===== config.mk =====
export PLATFORM = sky130hd
export DESIGN_NAME = array_key_scan
export DESIGN_NICKNAME = d
export VERILOG_FILES = /design/src/rtl/array_key_scan.sv
export SDC_FILE = /design/constraint.sdc
export NUM_CORES = 1
export LEC_CHECK = 0
export CORE_AREA = 8 8 100 102
export DETAILED_ROUTE_END_ITERATION = 10
export DIE_AREA = 0 0 108 110
export PLACE_DENSITY = 0.62
export SLEW_MARGIN = 15
export SYNTH_ARGS = -nofsm -noshare
export SYNTH_HDL_FRONTEND = slang
export SYNTH_SLANG_ARGS = --single-unit

===== constraint.sdc =====
create_clock -name clk -period 2.9 [get_ports clk]
set_input_delay 0.435 -clock clk [delete_from_list [all_inputs] [get_ports clk]]
set_output_delay 0.435 -clock clk [all_outputs]
set_load 0.1 [all_outputs]

===== src/rtl/array_key_scan.sv =====
// 4x4 active-low matrix keypad scanner: column debounce, row scan, one strobe per press.
// Define ARRAY_KEY_GHOST_REJECT_EN to discard scans that see more than one closed contact.
module array_key_scan #(
  parameter int TIME_20ms = 1_000_000,
  parameter int TIME_1ms  = 50_000
) (
  input  logic       clk,
  input  logic       rst_n,
  input  logic [3:0] key_col,
  output logic [3:0] key_row,
  output logic [3:0] key_num,
  output logic       key_vld
);

  localparam int DW = (TIME_20ms > 1) ? $clog2(TIME_20ms + 1) : 1;
  localparam int RW = (TIME_1ms > 1) ? $clog2(TIME_1ms + 1) : 1;

  typedef enum logic [2:0] {IDLE, DEBOUNCE, SCAN, REPORT, WAIT_REL} state_t;

  state_t        state_reg, state_next;
  logic [3:0]    col_r;
  logic [DW-1:0] deb_cnt_reg, deb_cnt_next;
  logic [RW-1:0] row_cnt_reg, row_cnt_next;
  logic [1:0]    row_idx_reg, row_idx_next;
  logic          hit_reg, hit_next;
  logic [1:0]    hit_row_reg, hit_row_next;
  logic [1:0]    hit_col_reg, hit_col_next;
  logic [3:0]    key_row_next, key_num_next;
  logic          key_vld_next;

  logic       col_idle, row_last, samp_en, samp_hit;
  logic [1:0] samp_col, fin_row, fin_col;
  logic       fin_hit, scan_bad;

  assign col_idle = (col_r == 4'hf);
  assign row_last = (row_cnt_reg == RW'(TIME_1ms - 1));
  assign samp_en  = (state_reg == SCAN) && row_last;
  assign samp_hit = (key_col != 4'hf);

  // Lowest-numbered closed column wins within a row.
  always_comb begin
    samp_col = 2'd0;
    for (int i = 3; i >= 0; i--) begin
      if (!key_col[i]) samp_col = 2'(i);
    end
  end

  // Result of the scan including the sample taken in the current cycle.
  assign fin_hit = hit_reg | (samp_en & samp_hit);
  assign fin_row = hit_reg ? hit_row_reg : row_idx_reg;
  assign fin_col = hit_reg ? hit_col_reg : samp_col;

`ifdef ARRAY_KEY_GHOST_REJECT_EN
  logic multi_reg, multi_next, samp_multi;

  // Two or more zero bits in one column sample.
  assign samp_multi = ((~key_col & (~key_col - 4'd1)) != 4'd0);
  assign multi_next = (state_reg != SCAN) ? 1'b0 :
                      (multi_reg | (samp_en & samp_hit & (samp_multi | hit_reg)));
  assign scan_bad   = multi_next;

  always_ff @(posedge clk or negedge rst_n) begin
    if (!rst_n) multi_reg <= 1'b0;
    else        multi_reg <= multi_next;
  end
`else
  assign scan_bad = 1'b0;
`endif

  // State register and datapath registers.
  always_ff @(posedge clk or negedge rst_n) begin
    if (!rst_n) begin
      state_reg   <= IDLE;
      col_r       <= 4'hf;
      deb_cnt_reg <= '0;
      row_cnt_reg <= '0;
      row_idx_reg <= 2'd0;
      hit_reg     <= 1'b0;
      hit_row_reg <= 2'd0;
      hit_col_reg <= 2'd0;
      key_row     <= 4'b0000;
      key_num     <= 4'h0;
      key_vld     <= 1'b0;
    end else begin
      state_reg   <= state_next;
      col_r       <= key_col;
      deb_cnt_reg <= deb_cnt_next;
      row_cnt_reg <= row_cnt_next;
      row_idx_reg <= row_idx_next;
      hit_reg     <= hit_next;
      hit_row_reg <= hit_row_next;
      hit_col_reg <= hit_col_next;
      key_row     <= key_row_next;
      key_num     <= key_num_next;
      key_vld     <= key_vld_next;
    end
  end

  // Next-state logic.
  always_comb begin
    state_next = state_reg;
    case (state_reg)
      IDLE:     if (!col_idle) state_next = DEBOUNCE;
      DEBOUNCE: begin
        if (col_idle)                                 state_next = IDLE;
        else if (deb_cnt_reg == DW'(TIME_20ms - 1))   state_next = SCAN;
      end
      SCAN:     begin
        if (row_last && row_idx_reg == 2'd3)
          state_next = (fin_hit && !scan_bad) ? REPORT : IDLE;
      end
      REPORT:   state_next = WAIT_REL;
      WAIT_REL: if (col_idle) state_next = IDLE;
      default:  state_next = IDLE;
    endcase
  end

  // Counters and hit capture; everything clears outside its own state.
  always_comb begin
    deb_cnt_next = '0;
    row_cnt_next = '0;
    row_idx_next = 2'd0;
    hit_next     = 1'b0;
    hit_row_next = hit_row_reg;
    hit_col_next = hit_col_reg;
    if (state_reg == DEBOUNCE) deb_cnt_next = deb_cnt_reg + 1'b1;
    if (state_next == SCAN && state_reg == SCAN) begin
      row_cnt_next = row_last ? '0 : row_cnt_reg + 1'b1;
      row_idx_next = row_last ? row_idx_reg + 2'd1 : row_idx_reg;
      hit_next     = fin_hit;
      hit_row_next = fin_row;
      hit_col_next = fin_col;
    end
  end

  // Output logic, evaluated on the upcoming state so the outputs can be registered.
  always_comb begin
    key_row_next = 4'b0000;
    key_vld_next = 1'b0;
    key_num_next = key_num;
    case (state_next)
      SCAN:    key_row_next = ~(4'b0001 << row_idx_next);
      REPORT: begin
        key_vld_next = 1'b1;
        key_num_next = {fin_row, fin_col};
      end
      default: key_row_next = 4'b0000;
    endcase
  end

endmodule


==> results.ini, run 1 <==
[placed_design]
hpwl_um = 3610
routabilityCongestion = 0.7415
port_buffers = 14

[sta]
rsz0062_at_grt = false
worst_pin_slew_ns = 0.5952
fmax_mhz = 446.7
post-route-min-period_ns = 2.238
timing.hold.ws_ns = 0.04654
setup_tns_ns = 0
hold_viol_final = 0
slew_violations = 0
slew_headroom_pct = 60.32
fin_skew_ns = 0.01159
finalSetupViolCount = 0
period_share_pct = 77.19

[yosys]
synth.yosys.seq_area_share_pct = 52.14
synth_edf_count = 0
syn_avg_cell_area_um2 = 10.45
ys_types = 45
synthFlopType = dfrtp_1
synth_area_mm2 = 0.002841
ys_ff_latch = 59
async_reset_ff_share_pct = 100.0
postSynthCellCount = 272
synth_nets = 281
yosys_warnings = 0

[critical_path]
slowest_stage = or4bb_1
path_delay_family = simple AND/OR/NAND/NOR gates
endpoint_kind = register
critical_path_required_ns = 3.12
crit_type = register to register
start_kind = register
crit_arrival_ns = 2.46
critPathBufInv = 0
path_max_fanout = 6
max_stage_delay_ns = 0.58
crit_path_cell_trace = or4bb_1 > nor4_2 > nand4b_1 > mux2_2

[grt]
antenna_found_initial = 0
grt_max_degree = 38
grt_pass1_vias = 2071
track_usage_pct = 9.976
grt_pass1_wl_um = 9466
grt-ovfl-total = 0

[clock_tree]
clockBufferDepth = 2
cts_tree = built
cts_buffers = 9
cts.repair.resized = 0
postCtsHoldBufs = 0
cts_max_level = 3
clock_latency_ns = 0.34
cts_setup_buffers = 0
clkTransAtPathRegs_ns = 0.08
root_buffer = clkbuf_8
cts_sinks = 59

[floorplan]
die_h_um = 110
io_pins = 15
core_mm2 = 0.008466
design.die.area_mm2 = 0.01188
rows = 34
die-width_um = 108
start_util_pct = 33.56

[route]
dr.pass1.iters = 5
drtAntennaViolNets = 0
route.detailed.drc = 0
vias_per_cell = 4.926
wirelength_um = 5171
num_vias = 1985
routedWlPerCell_um = 12.83
first_iter_violations = 69

[run_status]
status = complete, no violations

[cells_and_area]
diodes = 0
area_growth_pct = 15.76
final_nets = 299
largest_reg_flops = 20
fillers = 808
layout-drive-gt1-share_pct = 17.97

[hold_path]
hold_path_class = input port to asynchronous set/reset pin

[power_and_ir_drop]
peakVddDrop_mv = 0.3442
p_leak_nw = 1.356
powerDensity_mw_per_mm2 = 566.8

[flow_run]
maxCapViolations = 0

metrics by stage:
stage / std cells / setup slack, ns / area [um2] / power [W] / utilization, %
after global placement: 387 / 0.6824 / 3065 / 0.001048 / 36.21
after CTS: 403 / 0.6223 / 3289 / 0.001890 / 38.86
after floorplan: 272 / 0.8435 / 2841 / 0.001000 / -
final: 403 / 0.6616 / 3289 / 0.001865 / 38.86
after global routing: 403 / 0.5332 / 3289 / 0.001955 / 38.86
after detailed placement: 387 / 0.6196 / 3065 / 0.001051 / 36.21
metal layers:
layer	part of all wire [%]	wire (um)	vias to the layer above	global-route usage, %
met3	3.4	178	11	3.256
met2	45	2334	24	15.04
met1	50	2569	951	12.65
li1	-	-	999	-
met4	1.7	88	0	4.856
met5	0	0	-	0
layout make-up:
cell class              instances  area, um2  area share [%]
repair buffers                 16      127.6           3.880
inverters                       9      33.78           1.027
flip-flops and latches         59       1481           45.04
multi-input cells             195       1287           39.14
clock buffers                   9      123.9           3.766
clock inverters                 7      100.1           3.043
well taps                     108      135.1           4.108
cell usage in the layout, fill, tap and decap left out, drive strengths merged, types with 9 or more instances in the layout:
master | netlist | routed
a21oi | 9 | 9
buf | 4 | 12
clkbuf | 5 | 9
dfrtp | 55 | 55
inv | 9 | 10
mux2 | 10 | 10
nand2 | 17 | 17
nand3 | 13 | 13
nand4 | 10 | 10
nor2 | 34 | 34
o21ai | 11 | 11
xnor2 | 15 | 15
xor2 | 10 | 10
cells in the mapped netlist (all sizes together) (5+ instances only):
master  instances  area (um2)
nor2           34       127.6
a21oi           9       45.04
dfrtp          55        1376
o21ai          11       55.05
inv             9       33.78
nand2          17       63.81
xor2           10       87.58
o31ai           5       37.54
xnor2          15       131.4
clkbuf          5       18.77
nor3            8       40.04
or4             6       52.55
nor4            8       71.32
nand4          10       77.57
mux2           10       112.6
nand3          13       65.06
or3             6       38.79
worst register-to-register path: cells and delay by family, from the launching register on:
| family | cells | cell delay (ns) |
|---|---|---|
| simple gates | 3 | 1.33 |
| flops | 1 | 0.41 |
| mux | 1 | 0.39 |
path summary, 6_finish.rpt:
check / endpoint / slack [ns] / startpoint / cells past startpoint
hold / removal: key_num[3] / 0.05 / rst_n / 1
min in group clk: row_cnt_reg[0] / 0.50 / row_cnt_reg[0] / 1
setup reg to reg: key_num[0] / 0.66 / row_cnt_reg[13] / 4
hold reg to reg: row_cnt_reg[0] / 0.50 / row_cnt_reg[0] / 1
max in group asynchronous: col_r[2] / 1.98 / rst_n / 2
setup / recovery: key_num[0] / 0.66 / row_cnt_reg[13] / 4
report_power, final:
part | total [W] | switching [W] | internal, W
Clock | 0.000830 | 0.000341 | 0.000489
Combinational | 0.000112 | 0.0000629 | 0.0000494
Sequential | 0.000922 | 0.0000576 | 0.000864
Total | 0.00186 | 0.000462 | 0.00140
kinds of logic (layout without fill, tap and decap cells):
kind of cell	count (synthesis)	after routing	synth area share (%)
mux	12	12	4.668
buf+inv	18	41	2.554
fa+ha+maj	3	3	1.321
compound gates	29	29	6.209
xor+xnor	25	25	7.706
flops	59	59	52.14
simple gates	126	126	25.41
Note: power is estimated with default switching activity, not from simulation.
==> run 2, diff against run 1 <==
--- a/config.mk
+++ b/config.mk
@@ -8,7 +8,7 @@
 export CORE_AREA = 8 8 100 102
 export DETAILED_ROUTE_END_ITERATION = 10
 export DIE_AREA = 0 0 108 110
-export PLACE_DENSITY = 0.62
+export PLACE_DENSITY = 0.64
 export SLEW_MARGIN = 15
 export SYNTH_ARGS = -nofsm -noshare
 export SYNTH_HDL_FRONTEND = slang
==> constraint.sdc (replaced) <==
create_clock -name clk -period 1.9 [get_ports clk]
set_input_delay 0.285 -clock clk [delete_from_list [all_inputs] [get_ports clk]]
set_output_delay 0.285 -clock clk [all_outputs]
set_load 0.1 [all_outputs]
==> results.ini, run 2 (synthesis gave the netlist of run 1 again) <==
[run_status]
status = finished, violations left
violations = setup timing

[sta]
fin_ws_ns = -0.06785
hold_viol_final = 0
finalSetupViolCount = 30
worst_pin_slew_ns = 0.4235
fin_skew_ns = 0.01028
period_share_pct = 103.6
slew_headroom_pct = 71.51
setup_tns_ns = -1.067
fmax_mhz = 508.2
post-route-min-period_ns = 1.968
slew_violations = 0
rsz0062_at_grt = true

[grt]
grt_max_degree = 60
track_usage_pct = 10.84
grt-ovfl-total = 0
antenna_found_initial = 0
grt_pass1_vias = 2236
grt_pass1_wl_um = 10230

[power_and_ir_drop]
p_switching_w = 0.0007123
p_total_w = 0.002857
combPwrFrac_pct = 12.0
p_leak_nw = 1.650
clock_power_share_pct = 39.8
switching_share_pct = 24.93
internal_power_w = 0.002145
p_seq_share_pct = 48.2
powerDensity_mw_per_mm2 = 739.9
peakVddDrop_mv = 0.6666

[floorplan]
design.die.area_mm2 = 0.01188
die-width_um = 108
io_pins = 15
rows = 34
core_mm2 = 0.008466
die_h_um = 110
start_util_pct = 33.56

[critical_path]
max_stage_delay_ns = 0.56
crit_type = register to register
slowest_stage = or4bb_4
path_max_fanout = 8
crit_arrival_ns = 2.18
start_kind = register
crit_path_cell_trace = or4bb_4 > nor4_4 > a21o_1 > buf_4 > a22oi_2
critical_path_required_ns = 2.11
endpoint_kind = register

[clock_tree]
cts_max_level = 3
cts_sinks = 59
clock_latency_ns = 0.35
cts_buffers = 9
cts_tree = built
clkTransAtPathRegs_ns = 0.07
root_buffer = clkbuf_8
clockBufferDepth = 2

[route]
num_vias = 2211
route.detailed.drc = 0
dr.pass1.iters = 7
routedWlPerCell_um = 13.51
drtAntennaViolNets = 0
vias_per_cell = 4.902
first_iter_violations = 47
wirelength_um = 6093

[hold_path]
hold_path_class = input port to register

[cells_and_area]
postLayoutCoreUtil_pct = 45.61
area_growth_pct = 35.89
mostFrequentLayoutCells = 55 x dfrtp_1, 51 x buf_4, 20 x nor2_1
final_nets = 347
instances_no_fill = 451
layout-drive-gt1-share_pct = 37.32
final_common_cell = dfrtp_1
fillers = 777
diodes = 0
largest_reg_flops = 20

[placed_design]
hpwl_um = 4065
place_inst = 430
port_buffers = 14
routabilityCongestion = 0.7490

[flow_run]
maxCapViolations = 0

run 2: final timing paths:
check                           slack [ns]           start  cells past startpoint        endpoint
worst min-delay path                  0.43      key_col[0]                      1        col_r[0]
max in group asynchronous             1.13           rst_n                      3        col_r[0]
worst min register to register        0.50  hit_row_reg[0]                      1  hit_row_reg[0]
worst max register to register       -0.07  row_cnt_reg[5]                      5      key_row[2]
worst max-delay path                 -0.07  row_cnt_reg[5]                      5      key_row[2]
min in group asynchronous             0.48           rst_n                      3  hit_row_reg[1]
run 2: critical path: cells and delay by family, from the launching register on:
kind / cells / cell delay, ns
DFF: 1 / 0.38
AOI/OAI and AO/OA: 2 / 0.36
buffers and inverters: 1 / 0.20
and+or+nand+nor: 2 / 0.89
run 2: layer usage:
metal | track usage (%) | vias to the layer above | part of all wire [%]
li1 | - | 1088 | -
met1 | 13.00 | 1089 | 45
met2 | 17.48 | 24 | 50
met3 | 4.244 | 10 | 3.7
met4 | 3.568 | 0 | 1.3
met5 | 0 | - | 0
run 2: power by group through the flow:
stage / registers, W / logic [W] / clock network [W]
global placement: 0.00140 / 0.000326 / 0
global route: 0.00139 / 0.000393 / 0.00121
CTS: 0.00138 / 0.000332 / 0.00118
finish: 0.00138 / 0.000343 / 0.00114
detailed placement: 0.00140 / 0.000329 / 0
floorplan: 0.00142 / 0.000125 / 0
run 2: timing repair:
action	in CTS	in global routing
setup endpoints to repair	30	36
pin swaps	1	12
hold endpoints to repair	55	0
hold buffers	1	0
gates resized for setup	7	35
gates cloned	0	1
buffers inserted	2	1
run 2: area by class of cell:
class | instances | area, um2 | share of cell area (%)
inverters | 9 | 33.78 | 0.8749
clock buffers | 12 | 145.1 | 3.759
multi-input cells | 195 | 1468 | 38.01
well taps | 108 | 135.1 | 3.500
repair buffers | 64 | 548.0 | 14.19
flip-flops and latches | 59 | 1481 | 38.37
clock inverters | 4 | 50.05 | 1.296
run 2: metrics by stage:
step | area, um2 | hold WS (ns) | setup slack (ns)
floorplan | 2878 | -0.01059 | -0.05795
detailed placement | 3443 | 0.3180 | -0.07051
finish | 3861 | 0.4268 | -0.06785
CTS | 3697 | 0.4123 | -0.04831
global placement | 3443 | 0.3106 | -0.05002
global route | 3861 | 0.4201 | -0.1537
==> RTL edit, RTL diff (config.mk and constraints of run 2) <==
Change the parameter `TIME_1ms` from 50_000 to 12_500.
--- a/src/rtl/array_key_scan.sv
+++ b/src/rtl/array_key_scan.sv
@@ -2,7 +2,7 @@
 // Define ARRAY_KEY_GHOST_REJECT_EN to discard scans that see more than one closed contact.
 module array_key_scan #(
   parameter int TIME_20ms = 1_000_000,
-  parameter int TIME_1ms  = 50_000
+  parameter int TIME_1ms  = 12_500
 ) (
   input  logic       clk,
   input  logic       rst_n,
Function: same outputs for any inputs over 10 cycles, from zero or initial values and one cycle with rst_n low; that may be too few to reach the edited logic, so the function may still have changed.
==> RTL edit against run 2 <==
- routed wire length increased by 5.0%
- final area decreased by 8.0%
- total power increased by 3.4%
- combinational power decreased by 31%
- critical endpoint unchanged
- clock skew decreased by 0.0029 ns
- sequential cell count decreased by 2
- worst hold slack improved by 0.025 ns
- via count increased by 5.4%
- non-clock buffer count decreased by 24
- area after synthesis increased by 1.9%
- setup slack improved by 0.18 ns
- first-iteration DRC count increased by 74%
==> RTL edit: results (changes against run 2) <==
.. list-table::
   :header-rows: 1

   * - Metric
     - Value
   * - Status
     - finished clean
   * - Hold path depth
     - 1 (unchanged)
   * - Largest net degree at the start of global routing
     - 58 (-3.3%)
   * - Destination of the worst hold path
     - deb_cnt_reg[0]
   * - Sequential share of the synthesized area
     - 49.4% (-2.7 points)
   * - Instance area at placement
     - 0.00330 mm^2 (-4.3%)
   * - Synthesis warning total
     - 0 (unchanged)
   * - Tcrit/Tclk final
     - 93.9% (-9.7 points)
   * - Clock-pin slew of the registers on the worst-case setup and hold paths
     - 0.07 ns (about the same)
   * - Share of final-layout standard cells stronger than drive strength 1
     - 20.4% (-17 points)
   * - Routed wire length per instance
     - 14.2 um (+5.0%)
   * - Distinct cell type count after synthesis
     - 47 (+4.4%)
   * - Wire length of the first global-routing pass
     - 10900 um (+6.7%)
   * - Tightest hold margin
     - 0.451 ns (+0.0246 ns)
   * - Worst IR Drop VDD
     - 0.000425 V (-36%)
   * - Largest cells by area after synthesis
     - sky130_fd_sc_hd__dfrtp_1, sky130_fd_sc_hd__dfstp_2, sky130_fd_sc_hd__nand2_1, sky130_fd_sc_hd__nor2_1, sky130_fd_sc_hd__o21ai_0
   * - Max Root-Sink Buffers
     - 2 (unchanged)
   * - Class of the most critical hold timing path
     - reg2reg
   * - Critical hold path startpoint
     - deb_cnt_reg[0]
   * - Static power due to leakage
     - 1.46 nW (-11%)
   * - Slowest library cell on the worst path
     - sky130_fd_sc_hd__or4b_2
   * - Post-CTS setup repair buffer count
     - 0 (-2)
   * - Reg2reg path depth
     - 4 (-1)
   * - Overall fraction of global-route tracks in use
     - 11.7% (+0.90 points)
   * - Launch point of the worst path
     - deb_cnt_reg[6]
   * - Primary flip-flop cell chosen by synthesis mapping
     - sky130_fd_sc_hd__dfrtp_1
   * - Total nets after synthesis
     - 306 (+8.9%)
   * - Total half-perimeter wirelength after legalization and detailed placement
     - 4530 um (+12%)
   * - Setup slack of the worst register-to-register path
     - 0.12 ns (+0.18 ns)
   * - CTS root buf
     - sky130_fd_sc_hd__clkbuf_8
   * - Total Power Consumption
     - 2.95 mW (+3.4%)
   * - List of most frequent post-synthesis cells
     - sky130_fd_sc_hd__dfrtp_1, sky130_fd_sc_hd__nand2_1, sky130_fd_sc_hd__nor2_1
   * - Vias post-DR
     - 2331 (+5.4%)
   * - Clock tree skew after final layout
     - 0.00738 ns (-0.00290 ns)
   * - Count of routing violations after the opening detailed-route iteration
     - 82 (+74%)
   * - Critical path fanouts, max
     - 4 (-4)
   * - Iteration count of the initial detailed-routing pass
     - 4 (-3)
   * - Vias in the first global route
     - 2359 (+5.5%)
   * - Gp weighted congestion
     - 0.800 (+6.9%)
   * - Worst rel slew slack
     - 68.9% (-2.6 points)
   * - Delay contributed by the slowest stage of the critical path
     - 0.67 ns (+0.11 ns)
[RTL edit: changes by cell type after synthesis, moves of 4 or more]
cell                      change
sky130_fd_sc_hd__nand3_1      +6
sky130_fd_sc_hd__nor4b_1      +4
sky130_fd_sc_hd__mux2_2       -4
sky130_fd_sc_hd__o21ai_0      +9
sky130_fd_sc_hd__a21oi_1      +7
sky130_fd_sc_hd__nor2_1       -7
sky130_fd_sc_hd__nor3_1       -4
sky130_fd_sc_hd__inv_1        -4
sky130_fd_sc_hd__nand2_1     +11
sky130_fd_sc_hd__xnor2_1      -8
sky130_fd_sc_hd__and3_1       +6
[RTL edit: worst max path at each step]
| stage | slack (ns) | to |
|---|---|---|
| finish | 0.12 | key_row[2] |
| CTS | 0.11 | key_row[2] |
| floorplan | 0.08 | hit_col_reg[1] |
| detailed placement | 0.07 | key_num[1] |
| global placement | 0.09 | key_num[1] |
| global route | 0.01 | key_row[3] |
[RTL edit: routing by layer]
metal  wire length (um)  share of wire (%)  track usage, %  vias up
li1                   -                  -               -     1172
met1               2930                 46            13.4     1125
met2               3160                 49            19.6       28
met3                249                3.9            4.53        6
met4                 55               0.86            4.26        0
met5                  0                  0               0        -
[RTL edit: cells by family after synthesis]
group,Yosys count,share of synthesized area [%]
compound gates,53,10.8
xor+xnor,18,5.45
fa+ha+maj,3,1.30
buf+inv,15,2.29
flops,57,49.4
mux,6,2.25
simple gates,145,28.4
[RTL edit: per-stage QoR]
stage          instances  worst slack [ns]
2_1_floorplan        297            0.0779
3_3_place_gp         434            0.0919
3_5_place_dp         434            0.0670
4_1_cts              451             0.106
5_1_grt              451            0.0109
6_report             451             0.116
[RTL edit: critical path, delay by kind of cell, from the launching register on]
kind | cells | cell delay [ns]
AND/OR/NAND/NOR | 3 | 1.20
flip-flops | 1 | 0.41
AO/OA/AOI/OAI | 1 | 0.11
[RTL edit: final cells by class]
class / count / area, um^2
Fill cell: 813 / 4910
Timing Repair Buffer: 40 / 323
Sequential cell: 57 / 1430
Clock buffer: 9 / 124
Multi-Input combinational cell: 225 / 1400
Inverter: 5 / 18.8
Tap cell: 108 / 135
Clock inverter: 7 / 119
[RTL edit: power by group]
| group | switching (mW) | leakage, nW | internal, mW | total [mW] |
|---|---|---|---|---|
| logic | 0.124 | 0.598 | 0.113 | 0.236 |
| registers | 0.0641 | 0.748 | 1.28 | 1.34 |
| clock network | 0.504 | 0.115 | 0.869 | 1.37 |
[RTL edit: timing repair]
item / in CTS / in global routing
endpoints found under the hold margin: 53 / 0
setup endpoints to repair: 0 / 2
resized for setup: 0 / 2
hold buffers: 1 / 0
